`src/rtl/ram_arbiter.sv`:
```
// Two-requester (CPU / video) arbiter for a single-port registered RAM.
// Fixed four-cycle access: IDLE -> ISSUE -> CAPTURE -> ACK.
module ram_arbiter #(
  parameter int ADDR_W        = 16,
  parameter int DATA_W        = 8,
  parameter int MAX_VID_BURST = 4
) (
  input  logic              clk,
  input  logic              reset,
  input  logic              cpu_req,
  input  logic              cpu_wena,
  input  logic [ADDR_W-1:0] cpu_addr,
  input  logic [DATA_W-1:0] cpu_wdata,
  output logic              cpu_ack,
  output logic [DATA_W-1:0] cpu_rdata,
  input  logic              vid_req,
  input  logic              vid_wena,
  input  logic [ADDR_W-1:0] vid_addr,
  input  logic [DATA_W-1:0] vid_wdata,
  output logic              vid_ack,
  output logic [DATA_W-1:0] vid_rdata,
  output logic              ram_en,
  output logic              ram_wena,
  output logic [ADDR_W-1:0] ram_addr,
  output logic [DATA_W-1:0] ram_wdata,
  input  logic [DATA_W-1:0] ram_rdata,
  output logic              busy,
  output logic              grant_vid
);

  typedef enum logic [1:0] {
    S_IDLE,
    S_ISSUE,
    S_CAPTURE,
    S_ACK
  } state_t;

  localparam logic [3:0] MAXB = 4'(MAX_VID_BURST);

  state_t              r_state;
  state_t              w_next;
  logic [3:0]          r_burst;
  logic                r_gv;
  logic                r_wena;
  logic [ADDR_W-1:0]   r_addr;
  logic [DATA_W-1:0]   r_wdata;
  logic [DATA_W-1:0]   r_cpu_rdata;
  logic [DATA_W-1:0]   r_vid_rdata;
  logic                w_any;
  logic                w_pick_vid;
  logic                w_grant;

  assign w_any   = cpu_req | vid_req;
  // Video wins ties until it has starved the CPU for MAX_VID_BURST grants.
  assign w_pick_vid = vid_req &
                      (~cpu_req | (r_burst != MAXB));
  assign w_grant = (r_state == S_IDLE) & w_any;

  always_comb begin
    w_next = r_state;
    unique case (r_state)
      S_IDLE:    if (w_any) w_next = S_ISSUE;
      S_ISSUE:   w_next = S_CAPTURE;
      S_CAPTURE: w_next = S_ACK;
      S_ACK:     w_next = S_IDLE;
    endcase
  end

  always_ff @(posedge clk) begin
    if (reset) begin
      r_state     <= S_IDLE;
      r_burst     <= 4'd0;
      r_gv        <= 1'b0;
      r_wena      <= 1'b0;
      r_addr      <= '0;
      r_wdata     <= '0;
      r_cpu_rdata <= '0;
      r_vid_rdata <= '0;
    end else begin
      r_state <= w_next;
      if (w_grant) begin
        r_gv    <= w_pick_vid;
        r_wena  <= w_pick_vid ? vid_wena  : cpu_wena;
        r_addr  <= w_pick_vid ? vid_addr  : cpu_addr;
        r_wdata <= w_pick_vid ? vid_wdata : cpu_wdata;
        if (w_pick_vid && cpu_req)
          r_burst <= (r_burst == MAXB) ? MAXB
                                       : r_burst + 4'd1;
        else
          r_burst <= 4'd0;
      end
      if (r_state == S_CAPTURE && !r_wena) begin
        if (r_gv) r_vid_rdata <= ram_rdata;
        else      r_cpu_rdata <= ram_rdata;
      end
    end
  end

  assign ram_en    = (r_state == S_ISSUE);
  assign ram_wena  = ram_en & r_wena;
  assign ram_addr  = r_addr;
  assign ram_wdata = r_wdata;
  assign cpu_ack   = (r_state == S_ACK) & ~r_gv;
  assign vid_ack   = (r_state == S_ACK) &  r_gv;
  assign cpu_rdata = r_cpu_rdata;
  assign vid_rdata = r_vid_rdata;
  assign busy      = (r_state != S_IDLE);
  assign grant_vid = r_gv;

endmodule

```
`config.mk`:
```
export PLATFORM = sky130hd
export DESIGN_NAME = ram_arbiter
export DESIGN_NICKNAME = d
export VERILOG_FILES = /design/src/rtl/ram_arbiter.sv
export SDC_FILE = /design/constraint.sdc
export NUM_CORES = 1
export LEC_CHECK = 0
export CORE_MARGIN = 2
export CORE_UTILIZATION = 44
export DETAILED_ROUTE_END_ITERATION = 10
export GPL_TIMING_DRIVEN = 0
export HOLD_SLACK_MARGIN = 0.08
export PLACE_DENSITY = 0.9
export SKIP_CTS_REPAIR_TIMING = 1
export SLEW_MARGIN = 20
export SYNTH_ARGS = -nofsm -noshare
export SYNTH_HDL_FRONTEND = slang
export SYNTH_SLANG_ARGS = --single-unit
```
`constraint.sdc`:
```
create_clock -name clk -period 3.1 [get_ports clk]
set_clock_uncertainty 0.2 [all_clocks]
set_input_delay 0.62 -clock clk [delete_from_list [all_inputs] [get_ports clk]]
set_output_delay 0.62 -clock clk [all_outputs]
set_load 0.02 [all_outputs]
```
Word level (Yosys, flattened, before mapping)

Cells that the tools add are included.

Register bits after elaboration: 48
Logic and storage cells: 38

Add/subtract/negate cells: 1
Equal/unequal tests: 6
Multiplexer cells: 7
Bitwise operators: 9
Reductions and logical operators: 7

Operator list:

| kind                                          | number |
|---|---|
| 2-to-1 mux 16 bit                             | 1 |
| 2-to-1 mux 4 bit                              | 2 |
| 2-to-1 mux 8 bit                              | 1 |
| case mux 2 bit (4 select lines)               | 1 |
| AND 1 bit                                     | 5 |
| adder 4 x 1 -> 4 bit, second input constant   | 1 |
| == test 2 bit, second input constant          | 2 |
| == test 4 x 3 -> 1 bit, second input constant | 1 |
| != test 4 x 3 -> 1 bit, second input constant | 1 |
| AND reduction 2 bit                           | 2 |
| == test 2 x 1 -> 1 bit, second input constant | 1 |
| logical AND 1 bit                             | 2 |
| zero test 2 bit                               | 1 |
| 2-to-1 mux 2 bit                              | 1 |
| != test 2 bit, second input constant          | 1 |
| NOT 1 bit                                     | 2 |
| bitwise OR 1 bit                              | 2 |
| nonzero test 2 bit                            | 1 |
| zero test 1 bit                               | 1 |
| 2-to-1 mux 1 bit                              | 1 |

Depth between registers and ports, before layout

Gate-level depths: netlist of the first run.

Depth after elaboration: 5
Mapped depth: 6
Mapped depth without buffers: 5

Worst setup path before layout of the first run

No wires, ideal clock.

Path type: reg-to-output
From: register r_state[1]
To: output ram_wena
Arrival: 0.914 ns
Data required time: 2.280 ns
Setup slack: 1.366 ns
Cell stages (with the launch flop): 4
Path buffers: 0
Path through: dfxtp_1 inv_1 ha_1 and2_1

Word-level cells in the longest chain between the ends: 2

Ends and longest elaborated chain:

| element                | RTL line | text |
|---|---|---|
| from (decl)            | 40       | `state_t r_state;` |
| from (signal assigned) | 80       | `r_state <= w_next;` |
| == test 2 x 1 -> 1 bit | 99       | `assign ram_en = (r_state == S_ISSUE);` |
| via ram_en             | 22       | `output logic ram_en,` |
| AND 1 bit              | 100      | `assign ram_wena = ram_en & r_wena;` |
| to (decl)              | 23       | `output logic ram_wena,` |

The timed path passes the listed nets, and every way through them passes these cells.

Worst setup path in the final report of the first run

From: register r_state[0]
To: output busy

Word-level cells in the longest chain between the ends: 1

Ends and longest elaborated chain:

| element            | RTL line | text |
|---|---|---|
| nonzero test 2 bit | 107      | `assign busy = (r_state != S_IDLE);` |
| to (decl)          | 27       | `output logic busy,` |

Every way passes these cells.

==> results summary, run 1 <==
The run finished with clean final reports. The count of H-tree levels built during CTS is 2. The total setup violations reported at the end of the flow came out at 0.

The pin count of the biggest net entering global routing is 17. Counting the fill cells in the layout gives 428. The global-route usage over all layers came out at 23.4%. Data on the critical path arrives at its endpoint at 1.80 ns. The flop and latch count out of synthesis is 48. The number of optimization iterations in the first detailed-route pass is 5. The initial antenna violation count came to 0.

The critical path's largest stage delay came out at 0.63 ns. The number of violations reported at the end of detailed-routing iteration 0 is 79. The max-capacitance violation count is 0. The power share of the clock group is between 10% and 20%. The final hold slack is 0.301 ns.

The final routed wire length divided by cell count is 15.5 um. Detailed placement ended at an HPWL of 5120 um. The maximum achievable frequency is between 300 and 400 MHz. The sequential share of the synthesized area came out at 41.3%. The synthesized instance count is 248. The max-slew violation count is 0. The number of placement rows is 26. The number of failing hold endpoints at the final stage came out at 0. The detail-routed via count per cell is 5.45. The switching part of the total power is 38.0%. For this design, the slowest cell found on the critical path is sky130_fd_sc_hd__clkdlybuf4s50_1. The most frequent cell on the critical path is sky130_fd_sc_hd__inv_1.

The post-layout minimum cycle time is 2.62 ns. The post-layout instance count excluding filler cells is about 430. The power dissipated by switching net loads is 0.965 mW. STA classifies the critical path startpoint as a register. The share of total power dissipated in sequential elements is 33.8%. For this run, design rule violations remaining after detail routing come to 0.

The worst max-slew margin expressed relative to the limit is 52.7%. The number of buffers and inverters on the critical path is 3. The starting density of the core came out at 45.5%. The final critical path takes up 84.6% of the cycle. The core area is just over 5000 um^2. The number of global-route vias before repair came out at between 2,000 and 2,500. The post-synthesis instance area came out at 2320 um^2. STA classifies the critical path endpoint as an output pin.

The total die area came out at 5880 um^2. Setup repair after global routing left no endpoint under its margin. The multi-input combinational cells in the finished layout cover a total of roughly 1200 um^2. The average instance in the mapped netlist occupies 9.37 um^2. The residual antenna-violating net count after detailed routing came out at 0. Of the total power, combinational logic draws a little under half. The post-layout net count is 428. The vertical extent of the die came out at between 70 and 80 um.

The power per cell area came out at 711 nW/um^2. The internal power is 1.58 mW. The worst-case clock buffer depth is 2. The insertion delay to the later sink of the worst-skew pair came out at 0.31 ns. The worst slack at placement is 0.701 ns. In this run the worst hold path is classified as reg2reg. The count of different cell masters after synthesis came out at 34. The wire length after detailed routing came out at 6690 um. The total placed cells including tap cells is around 420. On the critical path the largest part of the delay comes from buffers and inverters. The required time of the worst setup path came out at 2.28 ns. The global route total overflow is 0. The synthesis-to-finish area growth is 53.9%. The post-synthesis net count came out at 316. The tree built by TritonCTS fans out to 48 sinks.

Across the VDD grid, the largest voltage drop is approximately 0.34 mV. The sequential cell area came out at 961 um^2. The critical path goes through inv_1 -> ha_1 -> inv_1 -> clkdlybuf4s50_1. TritonCTS built the clock tree. Clock-pin slew was measured on the worst setup and hold paths at 0.08 ns. The ratio of cells with drive above 1 in the final layout is 13.6%.

The aggregate negative setup slack is 0 ns. The yosys synthesis warning count came out at 0. The final setup slack of the worst path is 0.477 ns. The post-route core utilization came out at between 70% and 80%. The clock tree root buffer cell is sky130_fd_sc_hd__clkbuf_8. The critical path class is reg2out. The global placement routability congestion came out at between 0.7 and 0.8. For this design the static power due to leakage is 1.34 nW. The measured slew at the worst slew-check pin is around 0.7 ns. The number of buffer cells added on primary ports came out at 105. The first-pass GRT wire length came out at 11,100 um.

The routed layout has 2,347 vias. The critical-path maximum fanout came out at 7. The boundary pin count is ~110. The number of buffers inserted during clock tree synthesis came out at 5. The die width came out at between 70 and 80 um.

The diode insertion count for antenna repair is 0.
-- logic make-up after synthesis --
group                    synth area share (%)
AO/OA/AOI/OAI                            23.3
multiplexers                             6.89
adder cells (fa/ha/maj)                  3.23
flip-flops                               41.3
AND/OR/NAND/NOR                          18.7
buffers and inverters                    6.62
-- tightest hold or removal path, stage by stage, from the launching register on --
cell and delay, ns:
sky130_fd_sc_hd__dfxtp_1 0.33, sky130_fd_sc_hd__mux2i_1 0.07, sky130_fd_sc_hd__nor2_1 0.07
-- power groups by stage --
stage / clock (mW) / sequential, mW / combinational, mW
after detailed placement: 0 / 0.875 / 1.22
after floorplan: 0 / 1.03 / 0.559
after global placement: 0 / 0.869 / 1.19
final: 0.463 / 0.861 / 1.22
after global routing: 0.488 / 0.884 / 1.32
after CTS: 0.471 / 0.862 / 1.22
-- registers in the layout, summed over array words and instances, names as in the netlist --
register	flops
ram_addr	16
cpu_rdata	8
ram_wdata	8
vid_rdata	8
r_burst	4
r_state	2
grant_vid	1
r_wena	1
-- cell usage after synthesis --
cell type / count / area [um^2]
sky130_fd_sc_hd__nand3_1: 26 / 130
sky130_fd_sc_hd__buf_4: 1 / 7.51
sky130_fd_sc_hd__o21ai_0: 6 / 30.0
sky130_fd_sc_hd__a311oi_2: 20 / 300
sky130_fd_sc_hd__nand3b_1: 4 / 30.0
sky130_fd_sc_hd__a31oi_1: 2 / 12.5
sky130_fd_sc_hd__nand4b_1: 2 / 17.5
sky130_fd_sc_hd__nor2_1: 44 / 165
sky130_fd_sc_hd__and3_1: 2 / 12.5
sky130_fd_sc_hd__inv_1: 6 / 22.5
sky130_fd_sc_hd__a32oi_1: 2 / 17.5
sky130_fd_sc_hd__or4_1: 1 / 7.51
sky130_fd_sc_hd__nor2b_1: 1 / 6.26
sky130_fd_sc_hd__buf_1: 2 / 7.51
sky130_fd_sc_hd__ha_1: 6 / 75.1
sky130_fd_sc_hd__and4b_4: 1 / 13.8
sky130_fd_sc_hd__nand2_1: 3 / 11.3
sky130_fd_sc_hd__a311oi_1: 5 / 43.8
sky130_fd_sc_hd__o21ai_2: 1 / 8.76
sky130_fd_sc_hd__o21a_1: 1 / 7.51
sky130_fd_sc_hd__buf_8: 2 / 30.0
sky130_fd_sc_hd__buf_2: 13 / 65.1
sky130_fd_sc_hd__nor3b_1: 1 / 7.51
sky130_fd_sc_hd__nor3_1: 1 / 5.00
sky130_fd_sc_hd__and2_1: 2 / 12.5
sky130_fd_sc_hd__clkbuf_2: 2 / 10.0
sky130_fd_sc_hd__o21ai_1: 19 / 95.1
sky130_fd_sc_hd__clkbuf_1: 3 / 11.3
sky130_fd_sc_hd__a211oi_1: 1 / 7.51
sky130_fd_sc_hd__dfxtp_1: 48 / 961
sky130_fd_sc_hd__a21oi_1: 2 / 10.0
sky130_fd_sc_hd__o31ai_1: 1 / 7.51
sky130_fd_sc_hd__nand4b_2: 1 / 15.0
sky130_fd_sc_hd__mux2i_1: 16 / 160
-- final cells by class --
type / count / area share, %
clock inverters: 3 / 1.29
well taps: 70 / 2.45
multi-input cells: 171 / 33.8
inverters: 6 / 0.629
plain buffers: 23 / 3.67
repair buffers: 105 / 29.4
flip-flops and latches: 48 / 26.9
clock buffers: 5 / 1.92
-- through the flow --
| stage | power [mW] | instance area [um^2] |
|---|---|---|
| 3_5_place_dp | 2.10 | 3460 |
| 2_1_floorplan | 1.59 | 2320 |
| 6_report | 2.54 | 3580 |
| 3_3_place_gp | 2.06 | 3460 |
| 4_1_cts | 2.56 | 3580 |
| 5_1_grt | 2.69 | 3580 |
-- final timing paths --
check / depth (start not counted) / startpoint / slack (ns) / end
worst min-delay path: 2 / cpu_rdata[7] / 0.30 / cpu_rdata[7]
worst max-delay path: 4 / r_state[0] / 0.48 / busy
worst min register to register: 2 / cpu_rdata[7] / 0.30 / cpu_rdata[7]
worst max register to register: 6 / r_burst[0] / 1.17 / ram_addr[8]
-- cell usage in the layout (no fill, tap or decap), types with 2 or more instances in the layout --
| cell | synthesis | routed |
|---|---|---|
| sky130_fd_sc_hd__a21oi_1 | 2 | 2 |
| sky130_fd_sc_hd__a311oi_1 | 5 | 5 |
| sky130_fd_sc_hd__a311oi_2 | 20 | 20 |
| sky130_fd_sc_hd__a31oi_1 | 2 | 2 |
| sky130_fd_sc_hd__a32oi_1 | 2 | 2 |
| sky130_fd_sc_hd__and2_1 | 2 | 2 |
| sky130_fd_sc_hd__and3_1 | 2 | 2 |
| sky130_fd_sc_hd__buf_1 | 2 | 2 |
| sky130_fd_sc_hd__buf_2 | 13 | 13 |
| sky130_fd_sc_hd__buf_8 | 2 | 2 |
| sky130_fd_sc_hd__clkbuf_1 | 3 | 3 |
| sky130_fd_sc_hd__clkbuf_2 | 2 | 2 |
| sky130_fd_sc_hd__clkbuf_8 | 0 | 5 |
| sky130_fd_sc_hd__clkdlybuf4s50_1 | 0 | 105 |
| sky130_fd_sc_hd__dfxtp_1 | 48 | 48 |
| sky130_fd_sc_hd__ha_1 | 6 | 6 |
| sky130_fd_sc_hd__inv_1 | 6 | 6 |
| sky130_fd_sc_hd__mux2i_1 | 16 | 16 |
| sky130_fd_sc_hd__nand2_1 | 3 | 3 |
| sky130_fd_sc_hd__nand3_1 | 26 | 26 |
| sky130_fd_sc_hd__nand3b_1 | 4 | 4 |
| sky130_fd_sc_hd__nand4b_1 | 2 | 2 |
| sky130_fd_sc_hd__nor2_1 | 44 | 44 |
| sky130_fd_sc_hd__o21ai_0 | 6 | 6 |
| sky130_fd_sc_hd__o21ai_1 | 19 | 19 |
-- metal layers --
metal	share of wire, %	GRT usage, %
met5	0	0
met4	1.6	6.55
met3	9.0	6.94
met2	50	42.8
met1	39	26.1
(Power assumes the default switching activity.)
==> run 2: changes to the inputs <==
- CORE_UTILIZATION: 44 -> 41
- PLACE_DENSITY: 0.9 -> 0.85
- clock period: 3.1 -> 2.44 ns (I/O delays scaled with it)
==> run 2 against run 1 <==
Compared with the run above: critical path type unchanged; register-to-register slack got worse by 0.60 ns; first-iteration DRC count is 11% higher; largest cell class unchanged; worst setup slack got worse by 0.36 ns; power grew 23%; clock-buffer cell count grew 2.
==> results summary, run 2 (synthesis gave the netlist of run 1 again) <==
The flow ran to the end, and the final reports show no timing, DRC or antenna violations. The sort of element at the start of the critical path is a register. The number of buffer cells added on primary ports is around 110. The boundary pin count is 108.

Setup repair after global routing left no endpoint under its margin. The worst register-to-register path has a depth of 6. The sequential power share is about a third. The pin count of the biggest net entering global routing is 15.

The total die area came out at 6290 um^2. The vertical extent of the die came out at between 70 and 80 um. The final routed wire length divided by cell count came out at 14.9 um. The final setup slack of the worst path came out at 0.121 ns. The pre-antenna-repair detailed-routing pass consisted of 4 iterations.

In the layout the commonest cells are sky130_fd_sc_hd__clkdlybuf4s50_1 (104), sky130_fd_sc_hd__dfxtp_1 (48), sky130_fd_sc_hd__nor2_1 (44). For this design the ratio of total power to cell area is 880 nW/um^2. The critical path's largest stage delay is 0.60 ns. The post-layout instance count excluding filler cells came out at 433. The worst-case IR drop observed on VDD is 0.472 mV. The number of clock buffers added by TritonCTS is 5. The flip-flop count of the largest register, all copies and words added is 16. The clock tree root buffer cell is sky130_fd_sc_hd__clkbuf_8. The number of violations reported at the end of detailed-routing iteration 0 came out at 88. The number of failing hold endpoints at the final stage was 0. TritonCTS built the clock tree. In this run the worst setup path terminates at cpu_ack.

Static timing analysis puts the maximum clock frequency at 431 MHz. The post-layout net count came out at 428. The required time of the worst setup path is 1.75 ns. The wire length after detailed routing is 6470 um. The initial antenna violation count came out at 0. The slowest stage of the critical path is the sky130_fd_sc_hd__clkdlybuf4s50_1 cell. The first global-routing pass estimated 10,100 um of wire. The power dissipated by switching net loads is 1.21 mW. The final hold slack came out at 0.289 ns.

In this run the worst path has a maximum fanout of 4. The worst max-slew margin expressed relative to the limit came out at 52.6%. Traced cell by cell, the critical path runs through ha_1 -> nor2b_1 -> clkdlybuf4s50_1. The library cell used most frequently in the layout, excluding fill and tap cells, is sky130_fd_sc_hd__clkdlybuf4s50_1.

The core area came out at 5510 um^2. The reg2reg setup slack is ~0.57 ns. The total placed cells including tap cells came out at 425. Prior to clock tree synthesis, the placed netlist has a worst setup slack of 0.179 ns. The internal power came out at between 1.5 and 2 mW. The capturing element type of the critical path is an output pin. The path class of the tightest hold or removal check is in2reg. The synthesis-to-finish area growth is 53.2%. The post-layout minimum cycle time came out at 2.32 ns. The worst-case clock buffer depth is 2. Combinational logic burns roughly half of the power.

The die width is roughly 79 um. Global routing used 20.4% of the available tracks. The period utilization came out at a little over nine tenths.

The switching part of the total power came out at 38.6%. The repair_antennas step left the layout with diodes totalling 0. After detailed placement, the total cell area comes to 3470 um^2. At the worst endpoint, the arrival time is roughly 1.6 ns. The clock tree synthesis step divided the H-tree into 2 levels. The analysis attributes to cell leakage a power of around 1.3 nW. The placed wire-length estimate is 4890 um. The power share of the clock group is between 10% and 20%. The total number of clock tree sinks is 48. The number of global-route vias before repair is 2,189.

The clock edge transition at the registers on the reported setup and hold paths came out at 0.09 ns. The most critical setup path has its startpoint at r_state[0]. The total setup violations reported at the end of the flow is 0. The global route total overflow is 0. For this run, design rule violations remaining after detail routing come to 0.

Once detail routing completed, the nets flagged for antenna violations numbered 0. The global placement routability congestion is 0.730. The post-route core utilization is 64.7%. The max-slew violation count is 0. By startpoint and endpoint, the worst setup path is classified as reg2out. The number of cells on the worst hold path is 2. The detail-routed via count per cell is 5.25. The max-capacitance violation count came out at 0. The insertion delay to the later sink of the worst-skew pair came out at ~0.31 ns. In this run the critical register-to-register path is captured at ram_addr[8]. The ratio of cells with drive above 1 in the final layout came out at a little over an eighth. The finished cells cover 3560 um^2. Once the floorplan was initialized, standard cells occupied 42.2% of the core. The count of vias placed by the detailed router came out at 2,273. The number of placement rows came out at 27.

At the pin with the least slew margin, the transition time is 0.711 ns. The worst register-to-register path begins at r_burst[0].
-- run 2: cell types whose count changed in the layout (fill, tap and decap cells not counted) --
cell / delta
sky130_fd_sc_hd__clkbuf_1: +1
sky130_fd_sc_hd__dlymetal6s2s_1: +1
sky130_fd_sc_hd__bufinv_16: -1
sky130_fd_sc_hd__clkdlybuf4s50_1: -1
sky130_fd_sc_hd__inv_6: -1
sky130_fd_sc_hd__clkbuf_8: +1
-- run 2: worst min-delay path by stage --
| stage | start | to | slack [ns] |
|---|---|---|---|
| 2_1_floorplan | r_burst[0] | r_burst[0] | 0.26 |
| 3_3_place_gp | cpu_rdata[3] | cpu_rdata[3] | 0.27 |
| 3_5_place_dp | cpu_rdata[5] | cpu_rdata[5] | 0.28 |
| 4_1_cts | reset | ram_wdata[3] | 0.28 |
| 5_1_grt | reset | ram_wdata[4] | 0.31 |
| 6_report | reset | ram_wdata[3] | 0.29 |
-- run 2: through the flow --
step | power [mW] | TNS (ns)
4_1_cts | 3.15 | -0.0817
2_1_floorplan | 2.01 | 0
6_report | 3.13 | 0
3_5_place_dp | 2.66 | 0
5_1_grt | 3.31 | 0
3_3_place_gp | 2.62 | 0
-- run 2: per-layer routing --
metal	vias up	part of all wire, %	wire length (um)	global-route usage [%]
met4	0	0.94	61	7.07
li1	1122	-	-	-
met2	89	48	3110	35.0
met5	-	0	0	0
met3	6	7.6	492	6.02
met1	1056	43	2800	24.2
-- run 2: cell type report --
| class | count | area [um^2] |
|---|---|---|
| timing repair buffer | 105 | 1050 |
| fill | 463 | 1940 |
| multi-input combinational | 171 | 1210 |
| inverter | 6 | 22.5 |
| sequential | 48 | 961 |
| clock buffer | 7 | 86.3 |
| clock inverter | 1 | 7.51 |
| buffer | 23 | 131 |
| tap | 72 | 90.1 |
-- run 2: power by group through the flow --
stage / clock (mW) / sequential [mW] / combinational (mW)
after floorplan: 0 / 1.30 / 0.710
after global placement: 0 / 1.11 / 1.51
after detailed placement: 0 / 1.11 / 1.54
after CTS: 0.502 / 1.10 / 1.55
after global routing: 0.540 / 1.12 / 1.65
final: 0.498 / 1.10 / 1.54
-- run 2: critical path: cells and delay by family (launching register included) --
kind	cells	cell delay (ns)
adder cells (fa/ha/maj)	1	0.19
buffers and inverters	1	0.60
flip-flops	1	0.40
AND/OR/NAND/NOR	1	0.13
==> run 3: changes to the inputs <==
- CORE_MARGIN: 2 -> not set
==> run 3 against run 2 <==
Compared with the run above: via count increased by 1.6%; design area is essentially flat; critical endpoint unchanged; clock power fell by 0.8%; utilization up 0.45 points; sequential cell count unchanged.
==> results summary, run 3 (synthesis gave the netlist of run 1 again) <==
The ratio of cells with drive above 1 in the final layout came out at 13.3%. The measured slew at the worst slew-check pin is 0.693 ns. The arrival time at the worst endpoint is 1.60 ns. The final hold slack is around 0.30 ns. The first-pass GRT wire length came out at between 10,000 and 15,000 um. The starting density of the core came out at 42.5%.

The post-route core utilization is 65.1%. The global placement routability congestion came out at ~0.79. The total number of clock tree sinks came out at 48. The total setup violations reported at the end of the flow came out at 0.

The count of H-tree levels built during CTS came out at 2. The worst-case clock buffer depth came out at 2. The flip-flop count of the largest register, all copies and words added came out at 16. The standard cell area after detailed placement is 3470 um^2. In the layout the commonest cells are sky130_fd_sc_hd__clkdlybuf4s50_1 (103), sky130_fd_sc_hd__dfxtp_1 (48), sky130_fd_sc_hd__nor2_1 (44). The total die area came out at 5980 um^2. TritonCTS built the clock tree.

The completed layout was analyzed and its total power is 3.14 mW. The number of failing hold endpoints at the final stage is 0. After clock tree synthesis, the clock-pin slew on the worst setup and hold paths is 0.09 ns. The initial antenna violation count came out at 0. The critical-path maximum fanout is 4. The worst max-slew margin expressed relative to the limit is 53.8%. The post-layout net count came out at 428.

The global-route usage over all layers is a little over a fifth. The required time of the worst setup path came out at 1.75 ns. The number of cells on the worst hold path came out at 2.

The count of vias placed by the detailed router came out at approximately 2,300. For this run, global-route usage on met3 was measured as 7.02%. The number of buffers inserted during clock tree synthesis is 5. The final standard cell area without fillers is 3560 um^2. The critical path is of the reg2out type.

The wire length after detailed routing came out at 6410 um. The area growth from synthesis to layout is 53.3%. The residual antenna-violating net count after detailed routing came out at 0.

The diode insertion count for antenna repair is 0. The capturing element type of the critical path is an output pin. The vertical extent of the die is 77.3 um. The max-capacitance violation count came out at 0. The flow ran to the end, and the final reports show no timing, DRC or antenna violations. Summed over all cells, the static leakage comes to 1.36 nW. OpenSTA, run right after detailed placement, puts the worst setup slack at ~0.23 ns. In this run the worst hold path is classified as in2reg. The library cell used most frequently in the layout, excluding fill and tap cells, is sky130_fd_sc_hd__clkdlybuf4s50_1. The pin count of the biggest net entering global routing came out at 15.

The max-slew violation count came out at 0. The final setup slack of the worst path came out at 0.148 ns. The die width came out at roughly 77 um. Clock tree synthesis selected as its root buffer the cell sky130_fd_sc_hd__clkbuf_8. Global routing used 36.5% of the available met2 tracks. The final routed wire length divided by cell count came out at 14.8 um. The number of placement rows is 27. The detail-routed via count per cell is 5.33. The power per cell area came out at 881 nW/um^2. Based on the critical path, the design can be clocked at up to 436 MHz. In this run the most used layer during global routing was met2.

The detailed router finished its first iteration with 109 violations. The wire-length estimate of the detail-placed layout is 4740 um. The length in cells of the worst reg-to-reg path is 6. STA classifies the critical path startpoint as a register. The core region is 5470 um^2. In the global route stage, met1 resource usage came out at 26.8%. For this run, the detailed router's first-pass iteration total came to 5. The number of global-route vias before repair is 2,215. The worst-case vdd ir drop is 0.496 mV. The number of buffer cells added on primary ports came out at 105. The DRC violation count after routing is 0. The boundary pin count is 108. The post-layout minimum cycle time came out at 2.29 ns. The period utilization came out at 94.0%. Setup repair after global routing left no endpoint under its margin. The clock reaches the later pin of the worst-skew pair after approximately 0.29 ns. The global route total overflow is 0.
run 3: layout make-up:
type | instances | area [um^2]
clock buffers | 7 | 86.3
inverters | 6 | 22.5
multi-input cells | 171 | 1210
fillers | 462 | 1910
plain buffers | 23 | 131
flip-flops and latches | 48 | 961
repair buffers | 105 | 1060
clock inverters | 1 | 7.51
well taps | 72 | 90.1
run 3: where the power goes:
group / total (mW) / leakage [nW] / internal, mW / switching, mW
logic: 1.54 / 0.921 / 0.716 / 0.829
registers: 1.10 / 0.394 / 0.979 / 0.121
clock network: 0.494 / 0.0445 / 0.231 / 0.264
total: 3.14 / 1.36 / 1.93 / 1.21
run 3: worst paths after layout:
check	slack, ns	from	end
min reg2reg	0.30	cpu_rdata[7]	cpu_rdata[7]
min	0.30	reset	ram_wdata[4]
max reg2reg	0.54	r_burst[0]	ram_addr[13]
max	0.15	r_state[0]	cpu_ack
run 3: routing by layer:
layer / routed length (um) / share of wire, %
met5: 0 / 0
met3: 463 / 7.2
met1: 2830 / 44
met4: 34 / 0.53
met2: 3080 / 48
run 3: stage by stage:
stage / instances / setup TNS, ns
3_5_place_dp: 425 / 0
4_1_cts: 433 / -0.0773
5_1_grt: 433 / 0
2_1_floorplan: 248 / 0
3_3_place_gp: 425 / 0
6_report: 433 / 0
run 3: critical path, cell delays in order (launching register included):
cell	delay [ns]
sky130_fd_sc_hd__dfxtp_1	0.40
sky130_fd_sc_hd__ha_1	0.18
sky130_fd_sc_hd__nor2b_1	0.13
sky130_fd_sc_hd__clkdlybuf4s50_1	0.60
